### config.mk
export PLATFORM = sky130hd
export DESIGN_NAME = data_memory_arbiter_flat
export DESIGN_NICKNAME = d
export VERILOG_FILES = /design/src/rtl/data_memory_arbiter_pkg.sv /design/src/rtl/data_memory_arbiter_if.sv /design/src/rtl/data_memory_arbiter_starve_counter.sv /design/src/rtl/data_memory_arbiter.sv /design/src/flat_wrapper.sv
export SDC_FILE = /design/constraint.sdc
export NUM_CORES = 1
export LEC_CHECK = 0
export CAP_MARGIN = 20
export CORE_AREA = 2 2 120 122
export CTS_BUF_LIST = sky130_fd_sc_hd__clkbuf_8
export DETAILED_ROUTE_END_ITERATION = 8
export DIE_AREA = 0 0 122 124
export PLACE_DENSITY_LB_ADDON = 0.25
export SLEW_MARGIN = 20
export SYNTH_ARGS = -nofsm -noshare
export SYNTH_HDL_FRONTEND = slang
export SYNTH_SLANG_ARGS = --single-unit
### constraint.sdc
create_clock -name clock -period 3.9 [get_ports clock]
set_clock_uncertainty 0.15 [all_clocks]
set_input_delay 0.39 -clock clock [delete_from_list [all_inputs] [get_ports clock]]
set_output_delay 0.39 -clock clock [all_outputs]
set_load 0.02 [all_outputs]
### src/rtl/data_memory_arbiter_pkg.sv
// Shared types for the two-port data memory arbiter: ownership states and
// the bundle of fields a requester presents with each access.
package data_memory_arbiter_pkg;

   localparam int unsigned ADDR_W      = 32;
   localparam int unsigned DATA_W      = 32;
   localparam int unsigned BE_W        = 4;
   localparam int unsigned STARVE_CNT_W = 4;

   typedef enum logic [1:0] {
      FREE = 2'd0,
      OWN0 = 2'd1,
      OWN1 = 2'd2
   } arb_state_e;

   typedef struct packed {
      logic [ADDR_W-1:0] address;
      logic [DATA_W-1:0] write_data;
      logic [BE_W-1:0]   byte_enable;
      logic              write;
      logic              lock;
   } port_req_t;

   function automatic port_req_t idle_req();
      return '0;
   endfunction

endpackage

### src/rtl/data_memory_arbiter_if.sv
// One requester port of the arbiter: access request in, grant and read
// response out. The master side belongs to the requester.
interface data_memory_arbiter_if;
   import data_memory_arbiter_pkg::*;

   logic              req;
   port_req_t         acc;
   logic              grant;
   logic              rvalid;
   logic [DATA_W-1:0] read_data;

   modport master (
      output req,
      output acc,
      input  grant,
      input  rvalid,
      input  read_data
   );

   modport slave (
      input  req,
      input  acc,
      output grant,
      output rvalid,
      output read_data
   );

endinterface

### src/rtl/data_memory_arbiter_starve_counter.sv
// Saturating count of consecutive port-0 wins while port 1 is waiting;
// at_limit tells the arbiter it is port 1's turn.
module arbiter_starve_counter
   import data_memory_arbiter_pkg::*;
#(
   parameter int unsigned LIMIT = 4
) (
   input  logic clock,
   input  logic reset,
   input  logic inc,
   input  logic clear,
   output logic at_limit
);

   logic [STARVE_CNT_W-1:0] count_q;
   logic [STARVE_CNT_W-1:0] count_d;

   always_comb begin
      count_d = count_q;
      if (clear) begin
         count_d = '0;
      end else if (inc && (count_q != STARVE_CNT_W'(LIMIT))) begin
         count_d = count_q + STARVE_CNT_W'(1);
      end
   end

   always_ff @(posedge clock or negedge reset) begin
      if (!reset) begin
         count_q <= '0;
      end else begin
         count_q <= count_d;
      end
   end

   assign at_limit = (count_q == STARVE_CNT_W'(LIMIT));

endmodule

### src/rtl/data_memory_arbiter.sv
// Two-port arbiter in front of a synchronous data memory: fixed port-0
// priority with starvation relief for port 1, plus bus locking per port.
module data_memory_arbiter
   import data_memory_arbiter_pkg::*;
#(
   parameter int unsigned STARVE_LIMIT = 4
) (
   input  logic                  clock,
   input  logic                  reset,
   data_memory_arbiter_if.slave  p0,
   data_memory_arbiter_if.slave  p1,
   output logic [ADDR_W-1:0]     mem_address,
   output logic [DATA_W-1:0]     mem_write_data,
   output logic [BE_W-1:0]       mem_byte_enable,
   output logic                  mem_read_enable,
   output logic                  mem_write_enable,
   input  logic [DATA_W-1:0]     mem_read_data
);

   arb_state_e state_q;
   arb_state_e state_d;
   logic       grant0_raw;
   logic       grant1_raw;
   logic       grant0;
   logic       grant1;
   logic       starve_at_limit;
   logic       rd0_q;
   logic       rd0_d;
   logic       rd1_q;
   logic       rd1_d;
   port_req_t  sel_acc;
   logic       sel_valid;

   arbiter_starve_counter #(
      .LIMIT (STARVE_LIMIT)
   ) u_starve (
      .clock    (clock),
      .reset    (reset),
      .inc      (grant0_raw & p1.req),
      .clear    (grant1_raw | ~p1.req),
      .at_limit (starve_at_limit)
   );

   always_comb begin
      grant0_raw = 1'b0;
      grant1_raw = 1'b0;
      case (state_q)
         FREE: begin
            if (p0.req && p1.req) begin
               grant1_raw = starve_at_limit;
               grant0_raw = ~starve_at_limit;
            end else begin
               grant0_raw = p0.req;
               grant1_raw = p1.req;
            end
         end
         OWN0:    grant0_raw = p0.req;
         OWN1:    grant1_raw = p1.req;
         default: ;
      endcase
   end

   // A granted access with lock keeps the bus; a granted unlocked access
   // releases it. Cycles without a grant never change ownership.
   always_comb begin
      state_d = state_q;
      if (grant0_raw) begin
         state_d = p0.acc.lock ? OWN0 : FREE;
      end else if (grant1_raw) begin
         state_d = p1.acc.lock ? OWN1 : FREE;
      end else if (state_q != FREE && state_q != OWN0 && state_q != OWN1) begin
         state_d = FREE;
      end
   end

   always_comb begin
      rd0_d = grant0_raw & ~p0.acc.write;
      rd1_d = grant1_raw & ~p1.acc.write;
   end

   always_ff @(posedge clock or negedge reset) begin
      if (!reset) begin
         state_q <= FREE;
         rd0_q   <= 1'b0;
         rd1_q   <= 1'b0;
      end else begin
         state_q <= state_d;
         rd0_q   <= rd0_d;
         rd1_q   <= rd1_d;
      end
   end

   // Outputs are gated by reset so nothing is granted while it is asserted,
   // even though the grant logic itself is combinational.
   assign grant0 = grant0_raw & reset;
   assign grant1 = grant1_raw & reset;

   always_comb begin
      sel_acc   = idle_req();
      sel_valid = 1'b0;
      if (grant0) begin
         sel_acc   = p0.acc;
         sel_valid = 1'b1;
      end else if (grant1) begin
         sel_acc   = p1.acc;
         sel_valid = 1'b1;
      end
   end

   assign mem_address      = sel_acc.address;
   assign mem_write_data   = sel_acc.write_data;
   assign mem_byte_enable  = sel_acc.byte_enable;
   assign mem_read_enable  = sel_valid & ~sel_acc.write;
   assign mem_write_enable = sel_valid & sel_acc.write;

   assign p0.grant     = grant0;
   assign p1.grant     = grant1;
   assign p0.rvalid    = rd0_q;
   assign p1.rvalid    = rd1_q;
   assign p0.read_data = rd0_q ? mem_read_data : '0;
   assign p1.read_data = rd1_q ? mem_read_data : '0;

endmodule

### src/flat_wrapper.sv
// flat-port wrapper written by rule: the top's interface ports become plain ports
module data_memory_arbiter_flat import data_memory_arbiter_pkg::*;
#(
   parameter int unsigned STARVE_LIMIT = 4
)
  (clock, reset, mem_address, mem_write_data, mem_byte_enable, mem_read_enable, mem_write_enable, mem_read_data, p0_req, p0_acc, p0_grant, p0_rvalid, p0_read_data, p1_req, p1_acc, p1_grant, p1_rvalid, p1_read_data);
  data_memory_arbiter_if p0_i ();
  data_memory_arbiter_if p1_i ();
  input  logic clock;
  input  logic reset;
  output logic [ADDR_W-1:0] mem_address;
  output logic [DATA_W-1:0] mem_write_data;
  output logic [BE_W-1:0] mem_byte_enable;
  output logic mem_read_enable;
  output logic mem_write_enable;
  input  logic [DATA_W-1:0] mem_read_data;
  input wire logic [$bits(p0_i.req)-1:0] p0_req;
  input wire logic [$bits(p0_i.acc)-1:0] p0_acc;
  output wire logic [$bits(p0_i.grant)-1:0] p0_grant;
  output wire logic [$bits(p0_i.rvalid)-1:0] p0_rvalid;
  output wire logic [$bits(p0_i.read_data)-1:0] p0_read_data;
  input wire logic [$bits(p1_i.req)-1:0] p1_req;
  input wire logic [$bits(p1_i.acc)-1:0] p1_acc;
  output wire logic [$bits(p1_i.grant)-1:0] p1_grant;
  output wire logic [$bits(p1_i.rvalid)-1:0] p1_rvalid;
  output wire logic [$bits(p1_i.read_data)-1:0] p1_read_data;
  assign p0_i.req = p0_req;
  assign p0_i.acc = p0_acc;
  assign p0_grant = p0_i.grant;
  assign p0_rvalid = p0_i.rvalid;
  assign p0_read_data = p0_i.read_data;
  assign p1_i.req = p1_req;
  assign p1_i.acc = p1_acc;
  assign p1_grant = p1_i.grant;
  assign p1_rvalid = p1_i.rvalid;
  assign p1_read_data = p1_i.read_data;
  data_memory_arbiter #(.STARVE_LIMIT(STARVE_LIMIT)) u_core (.clock(clock), .reset(reset), .p0(p0_i), .p1(p1_i), .mem_address(mem_address), .mem_write_data(mem_write_data), .mem_byte_enable(mem_byte_enable), .mem_read_enable(mem_read_enable), .mem_write_enable(mem_write_enable), .mem_read_data(mem_read_data));
endmodule
# Word level (Yosys, flattened, before mapping)
# Index checks and enable logic that the tools add are counted.
[totals]
wordCells = 49
input_bits = 176
output_inout_bits = 138
reg_bits = 8
[classes]
n_mux = 17
n_addsub = 1
reduce_logical = 8
n_bitwise = 13
eq_ne = 6
[op_table]
columns = ["operator", "n"]
rows = [
  ["2-to-1 mux 70 bit", 2],
  ["2-to-1 mux 32 bit", 2],
  ["2-to-1 mux 2 bit", 4],
  ["2-to-1 mux 4 bit", 2],
  ["AND 1 bit", 7],
  ["2-to-1 mux 1 bit", 5],
  ["inverter 1 bit", 5],
  ["adder 4 x 1 -> 4 bit, second input constant", 1],
  ["== test 4 x 3 -> 1 bit, second input constant", 1],
  ["logical AND 1 bit", 4],
  ["inequality test 4 x 3 -> 1 bit, second input constant", 1],
  ["case mux 1 bit (2 select lines)", 2],
  ["nonzero test 2 bit", 2],
  ["nonzero test 3 bit", 1],
  ["== test 2 x 1 -> 1 bit, second input constant", 1],
  ["== test 2 bit, second input constant", 1],
  ["logical NOT 2 bit", 1],
  ["inequality test 2 x 1 -> 1 bit, second input constant", 1],
  ["inequality test 2 bit, second input constant", 1],
  ["bitwise OR 1 bit", 1],
]

# Logic depth before layout (Yosys ltp)
[logic_depth]
word_depth = 8
mapped_depth = 7
ltp_nobuf = 5

# Cells and area by module
# From an unflattened synthesis, not the netlist that was laid out.
[unflattened]
cells_unflattened = 201
hier_area_um2 = 1617.8
[by_module_without_submodules]
columns = ["mod", "seq_area_each_um2", "area_per_inst_um2", "cells_each", "n_inst"]
rows = [
  ["data_memory_arbiter", 100.1, 1383.8, 177, 1],
  ["arbiter_starve_counter", 100.1, 234.0, 24, 1],
]

# Least setup slack after synthesis
# Ideal clock, no wire load.
[synth_timing]
path_type = "flip-flop to output port"
start = "register u_core.u_starve.count_q[0]"
end = "output port mem_write_data[10]"
t_arrival_ns = 1.707
required_ns = 3.360
stages_incl_launch_ff = 8
path_slack_ns = 1.653
path_buffers = 2
cell_sequence = "dfrtp_1 -> inv_1 -> ha_1 -> nand3b_1 -> buf_2 -> buf_2 -> o211ai_1 -> a21boi_0"
[synth_via]
elab_chain_cells = 6
word_cells_on_any_way = 10
cone_classes = "1 x eq/ne; 6 x mux; 3 x bitwise"
[synth_rtl]
columns = ["element", "line", "source"]
rows = [
  ["start, declared", "data_memory_arbiter_starve_counter.sv:15", "logic [STARVE_CNT_W-1:0] count_q;"],
  ["start signal, assigned", "data_memory_arbiter_starve_counter.sv:31", "count_q <= count_d;"],
  ["== test 4 x 3 -> 1 bit (*)", "data_memory_arbiter_starve_counter.sv:35", "assign at_limit = (count_q == STARVE_CNT_W'(LIMIT));"],
  ["2-to-1 mux 1 bit or inverter 1 bit (tied branches)", "data_memory_arbiter.sv:49, data_memory_arbiter.sv:51", ""],
  ["case mux 1 bit (2 select lines) or 2-to-1 mux 1 bit (tied branches)", "data_memory_arbiter.sv:47, data_memory_arbiter.sv:49", ""],
  ["AND 1 bit or case mux 1 bit (2 select lines) (tied branches)", "data_memory_arbiter.sv:96, data_memory_arbiter.sv:47", ""],
  ["2-to-1 mux 70 bit or AND 1 bit (tied branches)", "data_memory_arbiter.sv:104, data_memory_arbiter.sv:95", ""],
  ["2-to-1 mux 70 bit (*)", "data_memory_arbiter.sv:101", "if (grant0) begin"],
  ["end, declared", "flat_wrapper.sv:12", "output logic [DATA_W-1:0] mem_write_data;"],
]
# Mark *: on every way between the ends. The rest lies on a longest branch, timed or not.

# Worst setup path after layout
[layout_timing]
start = "register u_core.u_starve.count_q[0]"
end = "output port mem_byte_enable[2]"
[layout_via]
elab_chain_cells = 6
word_cells_on_any_way = 10
cone_classes = "1 x eq/ne; 6 x mux; 3 x bitwise"
[layout_rtl]
columns = ["element", "line", "source"]
rows = [
  ["== test 4 x 3 -> 1 bit (*)", "data_memory_arbiter_starve_counter.sv:35", ""],
  ["2-to-1 mux 1 bit or inverter 1 bit (tied branches)", "data_memory_arbiter.sv:49, data_memory_arbiter.sv:51", ""],
  ["case mux 1 bit (2 select lines) or 2-to-1 mux 1 bit (tied branches)", "data_memory_arbiter.sv:47, data_memory_arbiter.sv:49", ""],
  ["AND 1 bit or case mux 1 bit (2 select lines) (tied branches)", "data_memory_arbiter.sv:96, data_memory_arbiter.sv:47", ""],
  ["2-to-1 mux 70 bit or AND 1 bit (tied branches)", "data_memory_arbiter.sv:104, data_memory_arbiter.sv:95", ""],
  ["2-to-1 mux 70 bit (*)", "data_memory_arbiter.sv:101", ""],
  ["end, declared", "flat_wrapper.sv:13", "output logic [BE_W-1:0] mem_byte_enable;"],
]
# Marks and branches as above.

==> results.toml <==
[critical_path]
cpMaxStageDelayCell = "sky130_fd_sc_hd__clkdlybuf4s50_1"
timing.reg2reg.worst_path_depth = 5
worstPathRequired_ps = 3360
data_arrival_time_of_the_critical_path_ps = 2880
rr_endpoint = "u_core.u_starve.count_q[0]$_DFFE_PN0P_"
worstSetupPathType = "register to output port"
crit_chain = "inv_1 > ha_1 > and3b_2 > buf_12 > o211ai_1 > a21boi_0 > clkdlybuf4s50_1"
setup.worst_path.start_class = "register"
setup.worst_path.end_class = "output port"
slowest_delay_ps = 660
r2r_setup_slack_ps = 1900
worst_r2r_startpoint = "u_core.u_starve.count_q[0]$_DFFE_PN0P_"
cp_max_fo = 47

[layout]
synthToLayoutAreaGrowth_pct = 115
seqCellArea_um2 = 200
layout.core_utilization_pct = 43.7
antenna-diode-count = 0
multi_input_area_mm2 = 0.00223
fillers = 1336
final_nets = 827
drive_above_1_share_pct = 4.02

[floorplan]
chipWidth_um = 122
chipHeight_um = 124
initial_utilization_pct = 20.3
fp.dieArea_mm2 = 0.0151
rows = 43
ioPinCount = 314
placeable_area_mm2 = 0.0137

[route]
avgRoutedWirePerCell_um = 19.1
detail-route-antenna-nets = 0
post-route-drc-count = 0
post_drt_via_cell_ratio = 5.16
drt-initial-drc-count = 274
totalWireLength_mm = 15.8
drt-pass1-iter-count = 4
num_vias = 4266

[pwr]
combinationalPowerShare_pct = 76.6
power_switching_mw = 0.353
sw_frac_of_total_pct = 40.6
pwr-share-seq_pct = 11.9
intPower_mw = 0.517
power.density_mw_per_mm2 = 145
cellLeakagePower_nw = 1.96
ir_worst_vdd_mv = 0.0996
clock_power_share_pct = 11.5

[cts]
clk_transition_reported_paths_ps = 40
ctsHoldBuffers = 0
clk_latency_ps = 230
cts_root_buffer = "sky130_fd_sc_hd__clkbuf_8"
cts_buffers = 3
cts_tree = "done"
clock_sink_count = 8
postCtsSetupRepairBufs = 0
number_of_h_tree_levels = 1
maximum_buffer_depth_of_the_clock_tree = 2
cts.repair.resized = 0

[logic_synthesis]
synthesis.yosys.warnings = 0
synth-edff-count = 0
netlist.top_cell.by_area = "sky130_fd_sc_hd__o211ai_1"
synthMostInstantiatedCell = "sky130_fd_sc_hd__o211ai_1"
avgSynthCellArea_um2 = 7.34
fraction_of_registers_with_async_set_reset_pct = 100
synth-main-ff-cell = "sky130_fd_sc_hd__dfrtp_1"
synth-seq-cells = 8
netlist_top_cells_count = "sky130_fd_sc_hd__o211ai_1 (139), sky130_fd_sc_hd__and2_1 (64), sky130_fd_sc_hd__a21boi_1 (55)"
netlist-cell-type-count = 35
synth_area_mm2 = 0.00279
synth_top_cell_area_share_pct = 37.4
syn_inst = 380
synth_area_leaders = "sky130_fd_sc_hd__o211ai_1 (37%), sky130_fd_sc_hd__a21boi_1 (15%), sky130_fd_sc_hd__and2_1 (14%), sky130_fd_sc_hd__dfrtp_1 (7.2%), sky130_fd_sc_hd__buf_4 (5.1%)"
yosysSeqAreaShare_pct = 7.18
synthesis.nets = 558

[grt]
grtUsageTotal_pct = 18.9
global_route_wire_length_before_repair_mm = 22.9
grt_pass1_vias = 4271
grt_antenna_before_repair = 0
globalRouteOverflowTotal = 0
grt_max_degree = 81

[timing]
fmax_ghz = 0.292
timing.slew.headroom_pct = 48.4
hold_ws_ps = -7.93
totalNegativeSetupSlack_ps = 0
timing_max_transition_violations_final = 0
setup-violations-final = 0
timing_worst_slew_pin_value_ps = 774
layout_worst_path_cycle_share_pct = 87.7
rsz0062_at_grt = "false"
final_period_minus_worst_setup_slack_ps = 3420
report.final.hold_viol_count = 3

[worst_hold_path]
hp-class = "primary input to async pin"

[run_status]
run_status = "finished, violations left"
violations = "hold timing"

[place]
post-dp-hpwl_mm = 12.0
place_congestion = 0.839
portBuffers = 313

[job]
cap_viol_max_count = 0
[per-layer routing]
layer	wire length, um	global-route usage, %	part of all wire (%)	vias to the layer above
met5	0	0	0	-
met2	8220	37.2	52	231
met4	457	5.96	2.9	0
met1	5760	19.9	36	2011
li1	-	-	-	1999
met3	1400	3.89	8.8	25
[registers in the layout (all words and copies together) (netlist names)]
name,flops
u_core.p1.rvalid,1
u_core.p0.rvalid,1
u_core.state_q,2
u_core.u_starve.count_q,4
[worst max-delay path: cells and delay by family (launching register included)]
| kind | cells | cell delay (ps) |
|---|---|---|
| AOI/OAI and AO/OA | 2 | 370 |
| and+or+nand+nor | 1 | 600 |
| buffers and inverters | 3 | 1060 |
| adders and majority gates | 1 | 170 |
| DFF | 1 | 410 |
[per-stage QoR]
| stage | instances | instance area [um2] | setup WS, ps | power [mW] |
|---|---|---|---|---|
| final | 827 | 6000 | 479 | 0.870 |
| after global routing | 827 | 6000 | 350 | 0.920 |
| after CTS | 827 | 6000 | 469 | 0.877 |
| after detailed placement | 824 | 5960 | 712 | 0.772 |
| after global placement | 824 | 5960 | 715 | 0.765 |
| after floorplan | 380 | 2790 | 1650 | 0.403 |
[cell type report]
cell class / count / share of cell area [%]
clock buffers: 3 / 0.688
well taps: 180 / 3.75
inverters: 2 / 0.125
multi-input cells: 307 / 37.2
repair buffers: 327 / 54.9
flip-flops and latches: 8 / 3.34
[cell usage in the layout, fill, tap and decap left out]
cell type | synthesis | layout
sky130_fd_sc_hd__nand3b_1 | 1 | 1
sky130_fd_sc_hd__nor2_1 | 2 | 2
sky130_fd_sc_hd__o21a_1 | 1 | 1
sky130_fd_sc_hd__mux2i_1 | 2 | 2
sky130_fd_sc_hd__a211oi_4 | 1 | 1
sky130_fd_sc_hd__a211oi_2 | 1 | 1
sky130_fd_sc_hd__and3b_2 | 0 | 1
sky130_fd_sc_hd__a31o_2 | 1 | 1
sky130_fd_sc_hd__and3_1 | 1 | 1
sky130_fd_sc_hd__a21boi_1 | 55 | 55
sky130_fd_sc_hd__o21ai_0 | 2 | 2
sky130_fd_sc_hd__nand3_1 | 3 | 3
sky130_fd_sc_hd__buf_2 | 21 | 1
sky130_fd_sc_hd__nor3_1 | 1 | 1
sky130_fd_sc_hd__or3_1 | 1 | 1
sky130_fd_sc_hd__nand4_1 | 1 | 1
sky130_fd_sc_hd__nand2_1 | 4 | 4
sky130_fd_sc_hd__ha_1 | 2 | 2
sky130_fd_sc_hd__xor2_1 | 1 | 1
sky130_fd_sc_hd__a21boi_0 | 14 | 14
sky130_fd_sc_hd__nor2b_4 | 1 | 2
sky130_fd_sc_hd__inv_1 | 2 | 2
sky130_fd_sc_hd__clkbuf_8 | 0 | 3
sky130_fd_sc_hd__o211ai_1 | 139 | 139
sky130_fd_sc_hd__buf_12 | 0 | 5
sky130_fd_sc_hd__clkdlybuf4s50_1 | 0 | 312
sky130_fd_sc_hd__and2_1 | 64 | 64
sky130_fd_sc_hd__o22ai_1 | 1 | 1
sky130_fd_sc_hd__a211oi_1 | 1 | 1
sky130_fd_sc_hd__nand2b_2 | 0 | 2
sky130_fd_sc_hd__buf_4 | 19 | 9
sky130_fd_sc_hd__dfrtp_1 | 8 | 8
sky130_fd_sc_hd__a21oi_1 | 2 | 2
sky130_fd_sc_hd__o2111ai_1 | 1 | 1
[power groups by stage]
stage / Clock [mW] / Sequential, mW / Combinational, mW
floorplan: 0 / 0.0963 / 0.307
global placement: 0 / 0.103 / 0.662
detailed placement: 0 / 0.104 / 0.668
CTS: 0.102 / 0.103 / 0.672
global route: 0.106 / 0.105 / 0.708
finish: 0.0998 / 0.103 / 0.667
[worst max path at each step]
stage / endpoint / start / cells after the start / slack, ps
after floorplan: mem_write_data[10] / u_core.u_starve.count_q[0]$_DFFE_PN0P_ / 7 / 1650
after global placement: mem_address[31] / p0_req / 6 / 710
after detailed placement: mem_byte_enable[2] / u_core.u_starve.count_q[0]$_DFFE_PN0P_ / 7 / 710
after CTS: mem_byte_enable[2] / u_core.u_starve.count_q[0]$_DFFE_PN0P_ / 7 / 470
after global routing: mem_write_data[6] / u_core.u_starve.count_q[0]$_DFFE_PN0P_ / 7 / 350
final: mem_byte_enable[2] / u_core.u_starve.count_q[0]$_DFFE_PN0P_ / 7 / 480
[cell families (layout without fill, tap and decap cells)]
kind of cell,after synthesis,count (layout),synth area share (%)
and+or+nand+nor,83,83,18.3
DFF,8,8,7.18
muxes,2,2,0.718
AOI/OAI and AO/OA,219,219,59.3
adders and majority gates,2,2,0.897
buffers and inverters,65,332,13.3
xor gates and xnor gates,1,1,0.314
(Power assumes the default switching activity.)
